### config.mk
export PLATFORM = sky130hd
export DESIGN_NAME = ahb_req_burst_seq
export DESIGN_NICKNAME = d
export VERILOG_FILES = /design/src/rtl/ahb_req_burst_seq.sv
export SDC_FILE = /design/constraint.sdc
export NUM_CORES = 2
export LEC_CHECK = 0
export CAP_MARGIN = 20
export CORE_ASPECT_RATIO = 1.4
export CORE_MARGIN = 2
export CORE_UTILIZATION = 40
export CTS_CLUSTER_DIAMETER = 60
export DETAILED_ROUTE_END_ITERATION = 6
export GPL_TIMING_DRIVEN = 0
export PLACE_DENSITY_LB_ADDON = 0.2
export SYNTH_ARGS = -nofsm -noshare
export SYNTH_HDL_FRONTEND = slang
export SYNTH_SLANG_ARGS = --single-unit
### constraint.sdc
create_clock -name clk -period 31.4 [get_ports clk]
set_input_delay 7.85 -clock clk [delete_from_list [all_inputs] [get_ports clk]]
set_output_delay 7.85 -clock clk [all_outputs]
set_load 0.02 [all_outputs]
### src/rtl/ahb_req_burst_seq.sv
// Queues whole AHB requests and sequences them into single-beat INCR/WRAP transfers.
// Build option: define AHB_BURST_WRAP_EN to honour req_wrap; otherwise every burst is INCR.
module ahb_req_burst_seq #(
  parameter int unsigned ADDR_W  = 32,
  parameter int unsigned DATA_W  = 32,
  parameter int unsigned MAX_LEN = 8,
  parameter int unsigned DEPTH   = 4,
  localparam int unsigned LEN_W  = $clog2(MAX_LEN) + 1,
  localparam int unsigned LVL_W  = $clog2(DEPTH + 1)
) (
  input  logic                      clk,
  input  logic                      rst,
  input  logic                      req_valid,
  output logic                      req_ready,
  input  logic                      req_write,
  input  logic                      req_wrap,
  input  logic [ADDR_W-1:0]         req_addr,
  input  logic [LEN_W-1:0]          req_len,
  input  logic [MAX_LEN*DATA_W-1:0] req_data,
  output logic                      beat_valid,
  input  logic                      beat_ready,
  output logic                      beat_write,
  output logic [ADDR_W-1:0]         beat_addr,
  output logic [DATA_W-1:0]         beat_data,
  output logic [LEN_W-1:0]          beat_idx,
  output logic                      beat_first,
  output logic                      beat_last,
  output logic                      busy,
  output logic [LVL_W-1:0]          level
);
  localparam int unsigned STEP  = DATA_W / 8;
  localparam int unsigned AB    = $clog2(STEP);
  localparam int unsigned PTR_W = $clog2(DEPTH);
  localparam logic [ADDR_W-1:0] ALIGN_MASK = {ADDR_W{1'b1}} << AB;

  typedef struct packed {
    logic                           write;
`ifdef AHB_BURST_WRAP_EN
    logic                           wrap;
`endif
    logic [ADDR_W-1:0]              addr;
    logic [LEN_W-1:0]               len;
    logic [MAX_LEN-1:0][DATA_W-1:0] data;
  } entry_t;

  typedef enum logic {StIdle, StBurst} state_e;

  state_e                         state_q, state_d;
  entry_t                         mem_q [DEPTH];
  entry_t                         in_entry, src;
  logic [PTR_W-1:0]               wr_ptr_q, rd_ptr_q;
  logic [LVL_W-1:0]               count_q;
  logic                           push, pop, load, fifo_wr, beat_hs;
  logic                           cur_write_q;
  logic [ADDR_W-1:0]              lin_q;
  logic [LEN_W-1:0]               len_q, idx_q;
  logic [MAX_LEN-1:0][DATA_W-1:0] data_q;

`ifndef AHB_BURST_WRAP_EN
  logic unused_wrap;
  assign unused_wrap = req_wrap;
`endif

  // Clamp length and align address once, on the way in.
  always_comb begin
    in_entry       = '0;
    in_entry.write = req_write;
    in_entry.addr  = req_addr & ALIGN_MASK;
    in_entry.data  = req_data;
    if (req_len == '0)                     in_entry.len = LEN_W'(1);
    else if (req_len > LEN_W'(MAX_LEN))    in_entry.len = LEN_W'(MAX_LEN);
    else                                   in_entry.len = req_len;
`ifdef AHB_BURST_WRAP_EN
    in_entry.wrap  = req_wrap;
`endif
  end

  assign req_ready  = !rst && (count_q < LVL_W'(DEPTH));
  assign push       = req_valid && req_ready;
  assign beat_valid = (state_q == StBurst);
  assign beat_hs    = beat_valid && beat_ready;
  assign beat_first = beat_valid && (idx_q == '0);
  assign beat_last  = beat_valid && (idx_q == len_q - LEN_W'(1));
  assign busy       = beat_valid || (count_q != '0);
  assign level      = count_q;
  assign beat_write = cur_write_q;
  assign beat_idx   = idx_q;

  // An empty FIFO bypasses the incoming request straight into the sequencer.
  assign src     = (count_q != '0) ? mem_q[rd_ptr_q] : in_entry;
  assign pop     = load && (count_q != '0);
  assign fifo_wr = push && !(load && (count_q == '0));

  always_comb begin
    state_d = state_q;
    load    = 1'b0;
    unique case (state_q)
      StIdle: begin
        if ((count_q != '0) || push) begin
          load    = 1'b1;
          state_d = StBurst;
        end
      end
      StBurst: begin
        if (beat_hs && beat_last) begin
          if ((count_q != '0) || push) load = 1'b1;
          else                         state_d = StIdle;
        end
      end
      default: state_d = StIdle;
    endcase
  end

  always_ff @(posedge clk or posedge rst) begin
    if (rst) state_q <= StIdle;
    else     state_q <= state_d;
  end

  always_ff @(posedge clk) begin
    if (fifo_wr) mem_q[wr_ptr_q] <= in_entry;
  end

  always_ff @(posedge clk or posedge rst) begin
    if (rst) begin
      wr_ptr_q <= '0;
      rd_ptr_q <= '0;
      count_q  <= '0;
    end else begin
      if (fifo_wr) wr_ptr_q <= (wr_ptr_q == PTR_W'(DEPTH - 1)) ? '0 : wr_ptr_q + PTR_W'(1);
      if (pop)     rd_ptr_q <= (rd_ptr_q == PTR_W'(DEPTH - 1)) ? '0 : rd_ptr_q + PTR_W'(1);
      count_q <= count_q + LVL_W'(fifo_wr) - LVL_W'(pop);
    end
  end

  always_ff @(posedge clk or posedge rst) begin
    if (rst) begin
      cur_write_q <= 1'b0;
      lin_q       <= '0;
      len_q       <= '0;
      idx_q       <= '0;
      data_q      <= '0;
    end else if (load) begin
      cur_write_q <= src.write;
      lin_q       <= src.addr;
      len_q       <= src.len;
      idx_q       <= '0;
      data_q      <= src.write ? src.data : '0;
    end else if (beat_hs && !beat_last) begin
      idx_q <= idx_q + LEN_W'(1);
      lin_q <= lin_q + ADDR_W'(STEP);
    end
  end

  always_comb begin
    beat_data = '0;
    for (int i = 0; i < MAX_LEN; i++) begin
      if (idx_q == LEN_W'(i)) beat_data = data_q[i];
    end
  end

`ifdef AHB_BURST_WRAP_EN
  logic              wrap_q, src_wrap;
  logic [ADDR_W-1:0] mask_q, base_q, src_mask;

  // Only power-of-2 lengths above 1 wrap; everything else degenerates to INCR.
  always_comb begin
    src_mask = ADDR_W'(src.len) * ADDR_W'(STEP) - ADDR_W'(1);
    src_wrap = src.wrap && (src.len > LEN_W'(1)) &&
               ((src.len & (src.len - LEN_W'(1))) == '0);
  end

  always_ff @(posedge clk or posedge rst) begin
    if (rst) begin
      wrap_q <= 1'b0;
      mask_q <= '0;
      base_q <= '0;
    end else if (load) begin
      wrap_q <= src_wrap;
      mask_q <= src_mask;
      base_q <= src.addr & ~src_mask;
    end
  end

  assign beat_addr = wrap_q ? (base_q | (lin_q & mask_q)) : lin_q;
`else
  assign beat_addr = lin_q;
`endif

endmodule

# Word level (Yosys, flattened, before mapping)
# Memory sizes are Yosys's and may differ from the RTL's.
# Cells that the tools add are included.
[word_totals]
ff_bits = 305
mem_bits_rw = 1164
in_bits = 298
word_cells = 82
mem_count = 1
[classes]
add_sub_neg = 7
n_lt_le_gt_ge = 2
n_eq_ne = 10
n_mux = 25
bitwise = 1
n_reduce_logical = 20
[memory_table]
columns = ["name", "depth", "word_bits", "read_ports", "rd_ports_with_merged_regs", "wr", "line_no", "text"]
rows = [
  ["mem_q", 4, 291, 1, 0, 1, "49", "entry_t mem_q [DEPTH];"],
]
[op_table]
columns = ["operator", "count"]
rows = [
  ["$mux 32", 10],
  ["$mux 293", 1],
  ["$mux 256", 1],
  ["$add 32x3->32 const B", 1],
  ["$eq 4x3->1 const B", 4],
  ["$mux 4", 4],
  ["$logic_and 1x1->1", 10],
  ["$eq 4x2->1 const B", 2],
  ["$logic_not 4->1", 2],
  ["$mux 1", 5],
  ["$add 2x1->2 const B", 2],
  ["$add 4x1->4 const B", 1],
  ["$eq 2x2->1 const B", 2],
  ["$eq 4x1->1 const B", 1],
  ["$eq 4x4->1", 1],
  ["$gt 4x4->1 const B", 1],
  ["$mux 2", 2],
  ["$pmux 1 s2", 2],
  ["$sub 4x1->4 const B", 1],
  ["$add 3x1->3", 1],
  ["$logic_not 1->1", 3],
  ["$logic_not 3->1", 1],
  ["$lt 3x3->1 const B", 1],
  ["$reduce_bool 3->1", 1],
  ["other kinds (4)", 5],
]

# Depth between registers and ports, before layout
[depth]
word_depth = 12
depth_mapped = 15
ltp_nobuf = 15

# Worst setup path before layout
# Ideal clock, no wire load.
[synth_path]
kind = "input -> output"
from = "in rst"
to = "out req_ready"
t_arrival_ns = 8.130
required_time_ns = 23.550
path_slack_ns = 15.420
path_stages = 1
path_cell_list = "nor2_1"
[synth_between]
elab_chain_cells = 2
[synth_lines]
columns = ["element", "line_no", "text"]
rows = [
  ["from (decl)", "12", "input logic rst,"],
  ["$logic_not 1->1 (no source line)", "-", ""],
  ["$logic_and 1x1->1", "78", "assign req_ready = !rst && (count_q < LVL_W'(DEPTH));"],
  ["to (decl)", "14", "output logic req_ready,"],
]
# No other way between the ends.

# Worst setup path in the final report
# Same ends and word-level chain as after synthesis.

==> results.sh <==
export IMPL_final_layout_size_suffix_gt1_share_pct=20.51
export IMPL_drt_pass1_iter_count=6
export IMPL_async_reset_ff_share_pct=20.65
export IMPL_wl_mm=163.7
export IMPL_cts_root_buffer="clkbuf_16"
export IMPL_cp_end_kind="output pin"
export IMPL_ios=375
export IMPL_clk_pin_slew_ns=0.06
export IMPL_layout_min_cycle_time_ns=17.02
export IMPL_wl_met3_mm=12.92
export IMPL_htree_levels=4
export IMPL_initialDrtViolationCount=2890
export IMPL_cp_arrival_ns=9.17
export IMPL_wl_met1_mm=68.63
export IMPL_placeableCoreArea_sq_mm=0.1492
export IMPL_ys_seq_area_share_pct=70.98
export IMPL_period_share_pct=54.19
export IMPL_status="finished, final reports clean"
export IMPL_ys_warn_count=0
export IMPL_postCtsHoldBufs=0
export IMPL_grt_use_total_pct=21.58
export IMPL_post_cts_setup_buffer_count=0
export IMPL_gp_congestion=0.9233
export IMPL_fin_area_sq_mm=0.07185
export IMPL_rsz0062_at_grt="false"
export IMPL_dp_final_hpwl_mm=114.8
export IMPL_drt_antenna_violating_nets=0
export IMPL_irDropWorstVdd_mv=0.05092
export IMPL_max_freq_mhz=58.77
export IMPL_totalNegativeSetupSlack_ns=0
export IMPL_synth_area_per_cell_sq_um=17.62
export IMPL_required_ns=23.55
export IMPL_start_util_pct=40.15
export IMPL_p_leak_nw=25.90
export IMPL_via_per_inst=5.483
export IMPL_cts_tree="built"
export IMPL_synth_cell_type_count=72
export IMPL_finalSetupViolCount=0
export IMPL_postPlaceCellArea_sq_mm=0.06687
export IMPL_tightestPinTransition_ns=1.127
export IMPL_max_slew_margin_pct=24.05
export IMPL_clock_sinks=1467
export IMPL_cts_path_max_buffers=3
export IMPL_total_power_mw=6.472
export IMPL_wl_per_cell_um=27.05
export IMPL_vias=33180
export IMPL_portBuffers=369
export IMPL_reg2reg_slack_ns=26.99
export IMPL_grt_overflow=0
export IMPL_die_area_sq_mm=0.1530
export IMPL_die_w_um=331.1
export IMPL_clk_latency_ns=0.80
export IMPL_dr_wl_met2_mm=77.72
export IMPL_grt_pass1_wl_mm=237.7
export IMPL_cap_violations=0
export IMPL_worstHoldPathType="reg2reg"
export IMPL_cts_inserted_buffers=151
export IMPL_cts_resized=0
export IMPL_startpoint_type="primary input"
export IMPL_powerDensity_mw_per_mm2=90.08
export IMPL_final_nets=4266
export IMPL_synth_flop_cell="edfxtp_1"
export IMPL_fp_row_count=168
export IMPL_slew_violations=0
export IMPL_grt_max_degree=109
export IMPL_syn_inst=3401
export IMPL_grt_pass1_vias=34200
export IMPL_fin_skew_ns=0.03015
export IMPL_synth_edff_count=1164
export IMPL_hold_ws_ns=0.4728
export IMPL_ys_ff_latch=1467
export IMPL_crit_type="in2out"
export IMPL_hold_viol=0
export IMPL_top_layer="met5"
export IMPL_die_y_um=462.0
export IMPL_drc_errors=0
export IMPL_syn_area_sq_mm=0.05992
export IMPL_antenna_found_initial=41
export IMPL_areaGrowthSynthToFinish_pct=19.89
export IMPL_crit_fanout=4
-- sequential cells by signal, summed over array words and instances (netlist names), 2 cells and up --
name       cells
mem_q       1164
data_q       256
beat_addr     30
beat_idx       4
len_q          4
level          3
rd_ptr_q       2
wr_ptr_q       2
-- cell families (layout without fill, tap and decap cells) --
group	count (synthesis)	in the layout	synth area share [%]
fa+ha+maj	14	14	0.3048
other cells	1	18	0.006258
simple gates	521	521	3.884
mux	551	551	15.29
flops	1467	1467	70.98
buf+inv	239	918	2.257
compound gates	594	594	7.026
xor+xnor	14	14	0.2526
-- worst max-delay path, stage by stage --
cell             delay, ns
clkdlybuf4s50_1       0.56
nor2_1                0.14
clkdlybuf4s50_1       0.61
-- cell usage in the layout (no fill, tap or decap), types with 45 or more instances in the layout --
cell type and count:
o21ai_2 210, a21oi_1 95, clkbuf_1 186, edfxtp_1 1164
o21ai_0 132, nand2_1 354, clkdlybuf4s50_1 369, mux4_2 291
clkbuf_16 156, dfrtp_1 303, mux2i_1 256, a22oi_1 45
-- power breakdown --
group | switching (mW) | total, mW | internal (mW)
combinational | 1.29 | 2.18 | 0.891
clock | 0.771 | 1.79 | 1.02
sequential | 0.141 | 2.50 | 2.36
-- through the flow --
stage	setup WS [ns]	util [%]	std cells
floorplan	15.18	-	3402
global placement	7.797	44.27	5726
detailed placement	14.39	44.81	5756
CTS	14.39	48.11	6036
global route	14.33	48.12	6037
finish	14.38	48.14	6052
-- cell usage after synthesis, types with 8 or more instances --
cell / count / area share (%)
edfxtp_1: 1164 / 58
nand2_1: 354 / 2.2
dfrtp_1: 303 / 13
mux4_2: 291 / 11
mux2i_1: 256 / 4.3
o21ai_2: 210 / 3.1
clkbuf_1: 145 / 0.91
o21ai_0: 132 / 1.1
a21oi_1: 95 / 0.79
a22oi_1: 45 / 0.56
nor2_1: 39 / 0.24
buf_2: 37 / 0.31
a221oi_1: 35 / 0.51
nand3b_1: 33 / 0.41
nand3_1: 24 / 0.20
buf_12: 22 / 0.73
o21ai_1: 20 / 0.17
and3_1: 17 / 0.18
inv_1: 15 / 0.094
ha_1: 13 / 0.27
buf_1: 11 / 0.069
nor3_1: 9 / 0.075
and2_1: 8 / 0.084
-- layout make-up --
| cell class | instances | area [sq um] |
|---|---|---|
| Multi-Input combinational cell | 1696 | 16050 |
| Tap cell | 1955 | 2446 |
| Sequential cell | 1467 | 42540 |
| Antenna cell | 16 | 40.04 |
| Fill cell | 12730 | 77400 |
| Clock buffer | 209 | 4223 |
| Clock inverter | 71 | 714.4 |
| Timing Repair Buffer | 399 | 4477 |
| Buffer | 224 | 1296 |
| Inverter | 15 | 63.81 |
-- worst paths after layout --
check	cells past startpoint	from	end
min in group asynchronous	2	rst	level[2]$_DFF_PP0_
max reg2reg	10	beat_idx[2]$_DFFE_PP0P_	mem_q[0][186]$_DFFE_PP_
max in group asynchronous	3	rst	data_q[80]$_DFFE_PP0N_
max	3	rst	req_ready
min reg2reg	2	data_q[170]$_DFFE_PP0N_	data_q[170]$_DFFE_PP0N_
min	2	data_q[170]$_DFFE_PP0N_	data_q[170]$_DFFE_PP0N_
-- layer usage --
| layer | GRT usage [%] | vias up |
|---|---|---|
| met1 | 29.29 | 17270 |
| met3 | 5.638 | 233 |
| li1 | - | 14620 |
| met4 | 6.279 | 30 |
| met5 | 0 | - |
| met2 | 34.25 | 1035 |
(Power assumes the default switching activity.)
